### config.mk
export PLATFORM = sky130hd
export DESIGN_NAME = linescanner_line_packer_flat
export DESIGN_NICKNAME = d
export VERILOG_FILES = /design/src/rtl/linescanner_pkg.sv /design/src/rtl/linescanner_line_packer_if.sv /design/src/rtl/linescanner_word_fifo.sv /design/src/rtl/linescanner_line_packer.sv /design/src/flat_wrapper.sv
export SDC_FILE = /design/constraint.sdc
export NUM_CORES = 1
export LEC_CHECK = 0
export ABC_AREA = 1
export CORE_ASPECT_RATIO = 1.2
export CORE_MARGIN = 5
export CORE_UTILIZATION = 61
export DETAILED_ROUTE_END_ITERATION = 10
export HOLD_SLACK_MARGIN = 0.03
export PLACE_DENSITY = 0.89
export RECOVER_POWER = 100
export SETUP_SLACK_MARGIN = 0.2
export SLEW_MARGIN = 30
export SYNTH_ARGS = -nofsm -noshare
export SYNTH_HDL_FRONTEND = slang
export SYNTH_SLANG_ARGS = --single-unit
### constraint.sdc
create_clock -name clock -period 9.3 [get_ports clock]
set_input_delay 0.93 -clock clock [delete_from_list [all_inputs] [get_ports clock]]
set_output_delay 0.93 -clock clock [all_outputs]
set_load 0.02 [all_outputs]
### src/rtl/linescanner_pkg.sv
// Shared types and widths for the line-scanner capture path.
package linescanner_pkg;

    localparam int unsigned PIXEL_WIDTH = 8;
    localparam int unsigned WORD_WIDTH  = 32;
    localparam int unsigned LANES       = WORD_WIDTH / PIXEL_WIDTH;
    localparam int unsigned COUNT_WIDTH = 16;

    typedef enum logic [1:0] {
        IDLE   = 2'd0,
        ACTIVE = 2'd1,
        FLUSH  = 2'd2
    } state_t;

    typedef struct packed {
        logic                  last;
        logic [WORD_WIDTH-1:0] data;
    } fifo_entry_t;

endpackage

### src/rtl/linescanner_line_packer_if.sv
// Packed-word output stream: valid/ready with end-of-line marker.
interface linescanner_line_packer_if;
    import linescanner_pkg::*;

    logic [WORD_WIDTH-1:0] m_data;
    logic                  m_valid;
    logic                  m_ready;
    logic                  m_last;

    modport master (output m_data, output m_valid, output m_last, input  m_ready);
    modport slave  (input  m_data, input  m_valid, input  m_last, output m_ready);

endinterface

### src/rtl/linescanner_word_fifo.sv
// Synchronous first-word-fall-through FIFO; a write when full is taken if a read happens the same cycle.
module linescanner_word_fifo #(
    parameter int unsigned DEPTH = 16,
    parameter int unsigned WIDTH = 33
) (
    input  logic             clock,
    input  logic             reset,
    input  logic             wr_en,
    input  logic [WIDTH-1:0] wr_data,
    output logic             full,
    input  logic             rd_en,
    output logic [WIDTH-1:0] rd_data,
    output logic             empty
);

    localparam int unsigned AW = $clog2(DEPTH);

    logic [WIDTH-1:0] mem [DEPTH];
    logic [AW-1:0]    wr_ptr;
    logic [AW-1:0]    rd_ptr;
    logic [AW:0]      count;
    logic             do_wr;
    logic             do_rd;

    assign empty   = (count == '0);
    assign full    = (count == (AW+1)'(DEPTH));
    assign do_rd   = rd_en && !empty;
    assign do_wr   = wr_en && (!full || do_rd);
    // Head is masked while empty so the output reads zero after reset.
    assign rd_data = empty ? '0 : mem[rd_ptr];

    always_ff @(posedge clock) begin
        if (do_wr) begin
            mem[wr_ptr] <= wr_data;
        end
    end

    always_ff @(posedge clock or posedge reset) begin
        if (reset) begin
            wr_ptr <= '0;
            rd_ptr <= '0;
            count  <= '0;
        end else begin
            if (do_wr) begin
                wr_ptr <= wr_ptr + AW'(1);
            end
            if (do_rd) begin
                rd_ptr <= rd_ptr + AW'(1);
            end
            case ({do_wr, do_rd})
                2'b10:   count <= count + (AW+1)'(1);
                2'b01:   count <= count - (AW+1)'(1);
                default: count <= count;
            endcase
        end
    end

endmodule

### src/rtl/linescanner_line_packer.sv
// Frames the pixel stream into lines and packs four pixels per word into a FIFO-backed output stream.
module linescanner_line_packer
    import linescanner_pkg::*;
#(
    parameter int unsigned LINE_LENGTH = 1024,
    parameter int unsigned FIFO_DEPTH  = 16
) (
    input  logic                          clock,
    input  logic                          reset,
    input  logic                          enable,
    input  logic                          line_valid,
    input  logic [PIXEL_WIDTH-1:0]        pixel_data,
    input  logic                          pixel_captured,
    input  logic                          clear_status,
    linescanner_line_packer_if.master     m_if,
    output logic                          busy,
    output logic                          overflow,
    output logic                          line_error,
    output logic [COUNT_WIDTH-1:0]        dropped_words
);

    state_t                              state, state_n;
    logic [1:0]                          lane, lane_n;
    logic [COUNT_WIDTH-1:0]              count, count_n;
    logic [LANES-1:0][PIXEL_WIDTH-1:0]   lane_buf, lane_buf_n;
    logic                                word_seen, word_seen_n;
    logic                                long_watch, long_watch_n;
    logic                                flush_zero, flush_zero_n;
    logic                                lv_q;

    logic                                push_valid;
    fifo_entry_t                         push_entry;
    logic                                push_c;
    fifo_entry_t                         push_entry_c;
    logic                                error_c;

    logic                                rise;
    logic                                fall;
    logic                                start;
    logic                                in_line;
    logic [1:0]                          lane_cur;
    logic [COUNT_WIDTH-1:0]              count_cur;
    logic [COUNT_WIDTH-1:0]              count_inc;
    logic                                seen_cur;
    logic                                accept;
    logic                                line_done;
    logic                                word_full;
    logic [LANES-1:0][PIXEL_WIDTH-1:0]   word_c;

    logic                                fifo_full;
    logic                                fifo_empty;
    fifo_entry_t                         rd_entry;
    logic                                drop;

    assign rise      = line_valid && !lv_q;
    assign fall      = lv_q && !line_valid;
    // A start cycle behaves as an ACTIVE cycle seen from lane 0 / count 0.
    assign start     = (state == IDLE) && rise && enable;
    assign in_line   = start || (state == ACTIVE);
    assign lane_cur  = start ? 2'd0 : lane;
    assign count_cur = start ? '0 : count;
    assign seen_cur  = start ? 1'b0 : word_seen;
    assign accept    = in_line && pixel_captured;
    assign count_inc = count_cur + COUNT_WIDTH'(1);
    assign line_done = accept && (count_inc == COUNT_WIDTH'(LINE_LENGTH));
    assign word_full = accept && (lane_cur == 2'd3);

    // Word as it stands after this cycle's pixel; unfilled lanes read zero.
    always_comb begin
        for (int unsigned i = 0; i < LANES; i++) begin
            if (2'(i) < lane_cur) begin
                word_c[i] = lane_buf[i];
            end else if (accept && (2'(i) == lane_cur)) begin
                word_c[i] = pixel_data;
            end else begin
                word_c[i] = '0;
            end
        end
    end

    always_comb begin
        state_n           = state;
        lane_n            = lane;
        count_n           = count;
        lane_buf_n        = lane_buf;
        word_seen_n       = word_seen;
        long_watch_n      = line_valid ? long_watch : 1'b0;
        flush_zero_n      = 1'b0;
        push_c            = 1'b0;
        push_entry_c      = '0;
        error_c           = 1'b0;

        case (state)
            IDLE: begin
                if (long_watch && line_valid && pixel_captured) begin
                    error_c = 1'b1;
                end
            end
            FLUSH: begin
                state_n = IDLE;
                if (flush_zero) begin
                    push_c            = 1'b1;
                    push_entry_c.last = 1'b1;
                end
            end
            default: ;
        endcase

        if (in_line) begin
            state_n     = ACTIVE;
            lane_n      = lane_cur;
            count_n     = count_cur;
            word_seen_n = seen_cur;
            if (accept) begin
                lane_buf_n[lane_cur] = pixel_data;
                lane_n               = lane_cur + 2'd1;
                count_n              = count_inc;
            end
            if (word_full) begin
                push_c            = 1'b1;
                push_entry_c.last = line_done;
                push_entry_c.data = word_c;
                word_seen_n       = 1'b1;
            end
            if (line_done) begin
                state_n      = IDLE;
                long_watch_n = line_valid;
            end else if (fall) begin
                // Short line: close it out so the consumer always sees a last word.
                state_n = FLUSH;
                error_c = 1'b1;
                if (lane_n != 2'd0) begin
                    push_c            = 1'b1;
                    push_entry_c.last = 1'b1;
                    push_entry_c.data = word_c;
                end else if (word_full) begin
                    flush_zero_n = 1'b1;
                end else if (seen_cur) begin
                    push_c            = 1'b1;
                    push_entry_c.last = 1'b1;
                end
            end
        end
    end

    always_ff @(posedge clock or posedge reset) begin
        if (reset) begin
            state      <= IDLE;
            lane       <= '0;
            count      <= '0;
            lane_buf   <= '0;
            word_seen  <= 1'b0;
            long_watch <= 1'b0;
            flush_zero <= 1'b0;
            lv_q       <= 1'b0;
            push_valid <= 1'b0;
            push_entry <= '0;
            busy       <= 1'b0;
        end else begin
            state      <= state_n;
            lane       <= lane_n;
            count      <= count_n;
            lane_buf   <= lane_buf_n;
            word_seen  <= word_seen_n;
            long_watch <= long_watch_n;
            flush_zero <= flush_zero_n;
            lv_q       <= line_valid;
            push_valid <= push_c;
            push_entry <= push_entry_c;
            busy       <= (state_n != IDLE);
        end
    end

    assign drop = push_valid && fifo_full && !m_if.m_ready;

    // Sticky status; a clear wins over a same-cycle set.
    always_ff @(posedge clock or posedge reset) begin
        if (reset) begin
            overflow      <= 1'b0;
            line_error    <= 1'b0;
            dropped_words <= '0;
        end else if (clear_status) begin
            overflow      <= 1'b0;
            line_error    <= 1'b0;
            dropped_words <= '0;
        end else begin
            if (drop) begin
                overflow <= 1'b1;
                if (dropped_words != {COUNT_WIDTH{1'b1}}) begin
                    dropped_words <= dropped_words + COUNT_WIDTH'(1);
                end
            end
            if (error_c) begin
                line_error <= 1'b1;
            end
        end
    end

    linescanner_word_fifo #(
        .DEPTH (FIFO_DEPTH),
        .WIDTH ($bits(fifo_entry_t))
    ) u_fifo (
        .clock   (clock),
        .reset   (reset),
        .wr_en   (push_valid),
        .wr_data (push_entry),
        .full    (fifo_full),
        .rd_en   (m_if.m_ready),
        .rd_data (rd_entry),
        .empty   (fifo_empty)
    );

    assign m_if.m_valid = !fifo_empty;
    assign m_if.m_data  = rd_entry.data;
    assign m_if.m_last  = rd_entry.last;

endmodule

### src/flat_wrapper.sv
// flat-port wrapper written by rule: the top's interface ports become plain ports
module linescanner_line_packer_flat import linescanner_pkg::*;
#(
    parameter int unsigned LINE_LENGTH = 1024,
    parameter int unsigned FIFO_DEPTH  = 16
)
  (clock, reset, enable, line_valid, pixel_data, pixel_captured, clear_status, busy, overflow, line_error, dropped_words, m_if_m_data, m_if_m_valid, m_if_m_last, m_if_m_ready);
  linescanner_line_packer_if m_if_i ();
  input  logic clock;
  input  logic reset;
  input  logic enable;
  input  logic line_valid;
  input  logic [PIXEL_WIDTH-1:0] pixel_data;
  input  logic pixel_captured;
  input  logic clear_status;
  output logic busy;
  output logic overflow;
  output logic line_error;
  output logic [COUNT_WIDTH-1:0] dropped_words;
  output wire logic [$bits(m_if_i.m_data)-1:0] m_if_m_data;
  output wire logic [$bits(m_if_i.m_valid)-1:0] m_if_m_valid;
  output wire logic [$bits(m_if_i.m_last)-1:0] m_if_m_last;
  input wire logic [$bits(m_if_i.m_ready)-1:0] m_if_m_ready;
  assign m_if_m_data = m_if_i.m_data;
  assign m_if_m_valid = m_if_i.m_valid;
  assign m_if_m_last = m_if_i.m_last;
  assign m_if_i.m_ready = m_if_m_ready;
  linescanner_line_packer #(.LINE_LENGTH(LINE_LENGTH), .FIFO_DEPTH(FIFO_DEPTH)) u_core (.clock(clock), .reset(reset), .enable(enable), .line_valid(line_valid), .pixel_data(pixel_data), .pixel_captured(pixel_captured), .clear_status(clear_status), .m_if(m_if_i), .busy(busy), .overflow(overflow), .line_error(line_error), .dropped_words(dropped_words));
endmodule
==> run metrics, run 1 <==
post-synth cell types=45; Slew HR=-1.430; clock tree from TritonCTS=yes; number of buffers added on ports=67; Avg WL per Cell=23.83 um; maximum number of pins on one net before global-route repair=172; total congestion overflow after global routing=0; data arrival time at the worst-slack endpoint=6.44 ns; global routing usage summed across all routing layers=0.2756; violations in the final reports=max-capacitance violations, max-slew violations; NumNets Final=2,198; IO Pins=68; number of diodes=0; library cell with the largest summed area after synthesis=edfxtp_1; Final Critical Period=7.370 ns; buffers from clock root to sink, at most=3; Worst path max stage delay=2.61 ns; share of post-route cells with drive strength above 1=0.07088; setup repair after global routing missed its margin=no; 1st-iter DRT viols=2,784; CP max stage cell=clkbuf_1; critical-path cell list=clkbuf_1 -> o21ai_0 -> o221ai_1 -> nand3_1 -> a21oi_1 -> dlygate4sd3_1; CP delay by family, top=buffers and inverters; non-filler cells in the finished layout=2,767; Crit Path Max Fanout=82; final estimated routing congestion in global placement=0.8699; initial antenna violation count=2; buffer and inverter count on the worst path=2; Synth Cell Area=26,140 um^2; status=finished with violations; area growth from synthesis to final layout=11.47%; sort of element at the start of the critical path=flip-flop; final-report hold violation count=0; Die ar.=47,110 um^2; area share of the largest cell type after synthesis=0.6065; number of buffers created by CTS=57; routed wire length=65,930 um; worst setup slack after layout=1.930 ns; half-perimeter wire length of the detailed placement result=33,020 um; slew at the pin closest to its max-slew limit=3.645 ns; width of the die=199.0 um; most frequent cells in the layout=528 x edfxtp_1, 355 x o21ai_0, 349 x nor2_1, 178 x nand2_1, 111 x dfrtp_1; sequential fraction of the synthesis area=0.7156; number of gates resized after cts=0; initial core utilization=0.6140; Final Cycle Share=0.7924; cell types with the largest area share after synthesis=edfxtp_1 61%, dfrtp_1 11%, o21ai_0 6.8%, nor2_1 5.2%, o221ai_1 3.1%; count of hold-fix buffers inserted at cts=0; number of synthesized register bits=642; kind of capture point of the worst setup path=output pin; height of the chip=236.8 um; DRC viols=0; num rows=83; Initial DRT Pass Iterations=8; leading register cell type out of synthesis=edfxtp_1; post-CTS setup buffers=0; hold crit path type=reg -> reg; pre-CTS WS=4.019 ns; root buf cell=clkbuf_16; count of final max-slew check failures=775; wire length of the first global-routing pass=100,700 um; ANT nets after route=0; Post-synth ARST share=0.1776; maximum operating frequency=0.1357 GHz; Core Area=42,580 um^2; Setup Crit Path Kind=reg -> out; total vias in the final route=18,300; Clock Latency Late Sink=0.60 ns; Clock Skews=0.01425 ns; Lkg Pwr=0.01095 uW; number of filler cells placed in the layout=2,619; count of flip-flops with a built-in enable after synthesis=528; vias in the first global route=18,090; number of maximum-capacitance violations=20; Syn Inst Count=2,143; required time worst endpoint=8.37 ns; clock transition at the registers of the reported paths=0.06 ns; mean cell area of the mapped netlist=12.20 um^2; placed cells=2,659; final sum of negative setup slack=0 ns; net count of the mapped netlist=2,175; Num Clock Sinks=642; CTS HTree Levels=2; worst vdd rail ir drop=0.3569 mV; warnings from Yosys=0; most frequent standard cell in the layout excluding fill and tap cells=edfxtp_1; setup violators final=0; Power per Cell Area=278.0 nW/um^2; total power consumption of the routed design=8101 uW; ratio of routed vias to standard cells=6.615
registers in the layout, indices dropped and copies added, names as in the netlist, 4 cells and up:
| name | flops |
|---|---|
| u_core.count | 16 |
| u_core.dropped_words | 16 |
| u_core.lane_buf | 24 |
| u_core.push_entry | 33 |
| u_core.u_fifo.count | 5 |
| u_core.u_fifo.mem | 528 |
| u_core.u_fifo.rd_ptr | 4 |
| u_core.u_fifo.wr_ptr | 4 |
tightest hold or removal path, stage by stage, from the launching register on:
cell and delay [ns]:
dfrtp_1 0.34, nand2_1 0.06, nand2_1 0.05
layout make-up:
cell class / instances / area [um^2] / area share
clock inverters: 38 / 407.9 / 0.01400
repair buffers: 93 / 802.0 / 0.02752
clock buffers: 70 / 1588 / 0.05449
multi-input cells: 1271 / 6545 / 0.2246
flip-flops and latches: 642 / 18720 / 0.6423
inverters: 101 / 389.1 / 0.01335
well taps: 552 / 690.7 / 0.02370
power by group:
group,internal [uW],switching [uW]
Combinational,784,1630
Sequential,3100,117
Clock,1440,1040
synth_stat cells, types with 4 or more instances:
| library cell | count |
|---|---|
| nor2_2 | 4 |
| o21ai_0 | 354 |
| a21oi_1 | 55 |
| nand3_2 | 4 |
| nand2_2 | 8 |
| o22ai_1 | 38 |
| nand3_1 | 80 |
| nor2_1 | 365 |
| xor2_1 | 11 |
| inv_2 | 4 |
| ha_1 | 16 |
| nor2_4 | 5 |
| a21oi_2 | 20 |
| inv_1 | 96 |
| buf_1 | 6 |
| clkbuf_1 | 111 |
| edfxtp_1 | 528 |
| buf_2 | 6 |
| nand4_1 | 12 |
| o221ai_1 | 94 |
| dfrtp_1 | 114 |
| nand2_1 | 175 |
| nor3_1 | 9 |
final timing paths:
path / from / end / slack (ns) / cells past startpoint
worst max-delay path: u_core.u_fifo.rd_ptr[1]$_DFFE_PP0P_ / m_if_m_data[8] / 1.93 / 6
worst min-delay path: u_core.lane_buf[9]$_DFFE_PP0P_ / u_core.lane_buf[9]$_DFFE_PP0P_ / 0.49 / 2
worst max register to register: u_core.state[1]$_DFF_PP0_ / u_core.push_entry[32]$_DFF_PP0_ / 3.86 / 10
worst min register to register: u_core.lane_buf[9]$_DFFE_PP0P_ / u_core.lane_buf[9]$_DFFE_PP0P_ / 0.49 / 2
max in group asynchronous: reset / u_core.u_fifo.rd_ptr[0]$_DFFE_PP0P_ / 3.30 / 3
min in group asynchronous: reset / u_core.dropped_words[9]$_DFFE_PP0P_ / 1.59 / 2
metrics by stage:
step             util  instance area, um^2  hold WS [ns]
6_report       0.6844                29140        0.4857
4_1_cts        0.6882                29300        0.4819
2_1_floorplan       -                26140        0.4438
3_5_place_dp   0.6413                27310        0.4650
3_3_place_gp   0.6413                27300        0.4566
5_1_grt        0.6844                29140        0.5186
layer usage:
layer	part of all wire	vias up	global-route usage
met3	0.12	259	0.05963
met5	0.00038	-	0
met1	0.34	8756	0.3612
li1	-	7809	-
met2	0.49	1475	0.4516
met4	0.045	4	0.1138
kinds of logic (layout without fill, tap and decap cells):
group,after synthesis,after routing,synth area share
AOI/OAI and AO/OA,571,571,0.1287
xor gates and xnor gates,12,12,0.004020
adders and majority gates,17,17,0.008424
buffers and inverters,230,302,0.03518
DFF,642,642,0.7156
and+or+nand+nor,671,671,0.1080
(Power assumes the default switching activity.)
==> inputs of run 2 (changes only) <==
Settings changed: CORE_UTILIZATION 61 to 56, PLACE_DENSITY 0.89 to 0.86.
Clock period 9.3 ns to 6 ns, I/O delays scaled along.
==> run metrics, run 2 (same netlist as run 1, synthesis figures left out) <==
status=finished with violations; violations in the final reports=max-capacitance violations, max-slew violations; Core Area=46,050 um^2 (+8.2%); clock tree from TritonCTS=yes; Num Clock Sinks=642 (unchanged); Final Cycle Share=0.8879; setup violators final=0 (unchanged); sort of element at the start of the critical path=flip-flop; data arrival time at the worst-slack endpoint=4.73 ns (-1.71 ns); most frequent standard cell in the layout excluding fill and tap cells=edfxtp_1; Setup Crit Path Kind=reg -> out; height of the chip=246.7 um (+4.2%); buffers from clock root to sink, at most=3 (unchanged); slew at the pin closest to its max-slew limit=3.164 ns (-0.4809 ns); Power per Cell Area=430.7 nW/um^2 (+55%); Crit Path Max Fanout=68 (-17%); register with the highest flop count=u_core.u_fifo.mem; required time worst endpoint=5.40 ns (-2.97 ns); number of filler cells placed in the layout=3,213 (+23%); ratio of routed vias to standard cells=6.399 (-3.3%); count of hold-fix buffers inserted at cts=0 (unchanged); Die ar.=51,120 um^2 (+8.5%); Avg WL per Cell=23.39 um (-1.8%); initial antenna violation count=2 (unchanged); CTS HTree Levels=2 (unchanged); fin util=0.6321 (-0.05222); width of the die=207.2 um (+4.1%); count of final max-slew check failures=525 (-32%); total vias in the final route=18,170 (-0.74%); Slew HR=-1.109 (+0.3206); wire length of the first global-routing pass=101,900 um (+1.2%); root buf cell=clkbuf_16; IO Pins=68 (unchanged); Final Critical Period=5.327 ns; half-perimeter wire length of the detailed placement result=34,220 um (+3.6%); num rows=86 (+3.6%); most frequent cells in the layout=528 x edfxtp_1, 363 x nor2_1, 355 x o21ai_0, 178 x nand2_1, 111 x dfrtp_1; DRC viols=0 (unchanged); maximum number of pins on one net before global-route repair=170 (-1.2%); number of buffers created by CTS=58 (+1.8%); setup repair after global routing missed its margin=no; final estimated routing congestion in global placement=0.8487 (-2.4%); total congestion overflow after global routing=0 (unchanged); max reg flops=528 (unchanged); hold crit path type=reg -> reg; Clock Latency Late Sink=0.62 ns (+0.02 ns); area growth from synthesis to final layout=11.37% (about the same); final-report hold violation count=0 (unchanged); share of post-route cells with drive strength above 1=0.06168 (-0.009196); clock transition at the registers of the reported paths=0.07 ns (about the same); number of buffers added on ports=67 (unchanged); final sum of negative setup slack=0 ns (unchanged); 1st-iter DRT viols=2,575 (-7.5%); vias in the first global route=18,060 (-0.15%); number of gates resized after cts=0 (unchanged); biggest regs=u_core.u_fifo.mem x528, u_core.push_entry x33, u_core.lane_buf x24; Clock Skews=0.02113 ns (+0.006881 ns); worst vdd rail ir drop=0.4437 mV (+24%); post-CTS setup buffers=0 (unchanged); global routing usage summed across all routing layers=0.2526 (-0.02291); total power consumption of the routed design=12,540 uW (+55%); number of maximum-capacitance violations=21 (+5.0%); routed wire length=66,400 um (+0.71%); kind of capture point of the worst setup path=output pin; maximum operating frequency=0.1877 GHz; initial core utilization=0.5676 (-0.04634); Lkg Pwr=0.01093 uW (-0.26%); ANT nets after route=0 (unchanged); NumNets Final=2,204 (+0.27%); Initial DRT Pass Iterations=8 (unchanged)
[run 2: final timing paths]
path / startpoint / endpoint / slack [ns] / depth (start not counted)
worst max-delay path: u_core.u_fifo.rd_ptr[1]$_DFFE_PP0P_ / m_if_m_data[15] / 0.67 / 8
worst min-delay path: u_core.lane_buf[11]$_DFFE_PP0P_ / u_core.lane_buf[11]$_DFFE_PP0P_ / 0.49 / 2
worst max register to register: u_core.u_fifo.count[0]$_DFFE_PP0P_ / u_core.u_fifo.mem[0][21]$_DFFE_PP_ / 1.24 / 9
worst min register to register: u_core.lane_buf[11]$_DFFE_PP0P_ / u_core.lane_buf[11]$_DFFE_PP0P_ / 0.49 / 2
max in group asynchronous: reset / u_core.u_fifo.rd_ptr[1]$_DFFE_PP0P_ / 2.23 / 3
min in group asynchronous: reset / u_core.count[4]$_DFFE_PP0N_ / 1.27 / 2
[run 2: power by group]
part	switching (uW)	leakage [uW]	internal (uW)
Clock	1650	0.000924	2100
Sequential	170	0.00697	4800
Combinational	2560	0.00303	1260
Total	4370	0.0109	8170
[run 2: final cells by class]
cell class	instances	area [um^2]	area share
antenna	2	5.005	0.0001719
multi-input combinational	1271	6441	0.2212
clock buffer	75	1565	0.05376
sequential	642	18720	0.6429
tap	616	770.7	0.02647
clock inverter	34	346.6	0.01190
inverter	101	386.6	0.01328
timing repair buffer	98	880.8	0.03026
[run 2: through the flow]
step | hold WS [ns] | setup WS, ns | area, um^2 | cells
2_1_floorplan | 0.4438 | 2.384 | 26140 | 2143
3_3_place_gp | 0.4577 | 2.035 | 27470 | 2728
3_5_place_dp | 0.4612 | 2.001 | 27470 | 2728
4_1_cts | 0.4781 | 1.299 | 29380 | 2837
5_1_grt | 0.5123 | 0.5555 | 29110 | 2837
6_report | 0.4852 | 0.6728 | 29110 | 2839
[run 2: critical path, stage by stage, from the launching register on]
cell,delay (ns)
dfrtp_4,0.92
clkbuf_2,1.15
o21ai_0,0.29
o22ai_1,0.28
nor2_1,0.07
nor2_1,0.13
o21ai_0,0.10
a21oi_1,0.33
dlygate4sd3_1,0.74
[run 2: routing by layer]
metal	vias to the layer above	global-route usage	part of all wire
met2	1386	0.4245	0.49
met3	219	0.04809	0.12
met5	-	0	0.00038
met4	4	0.1011	0.041
met1	8734	0.3297	0.35
li1	7824	-	-
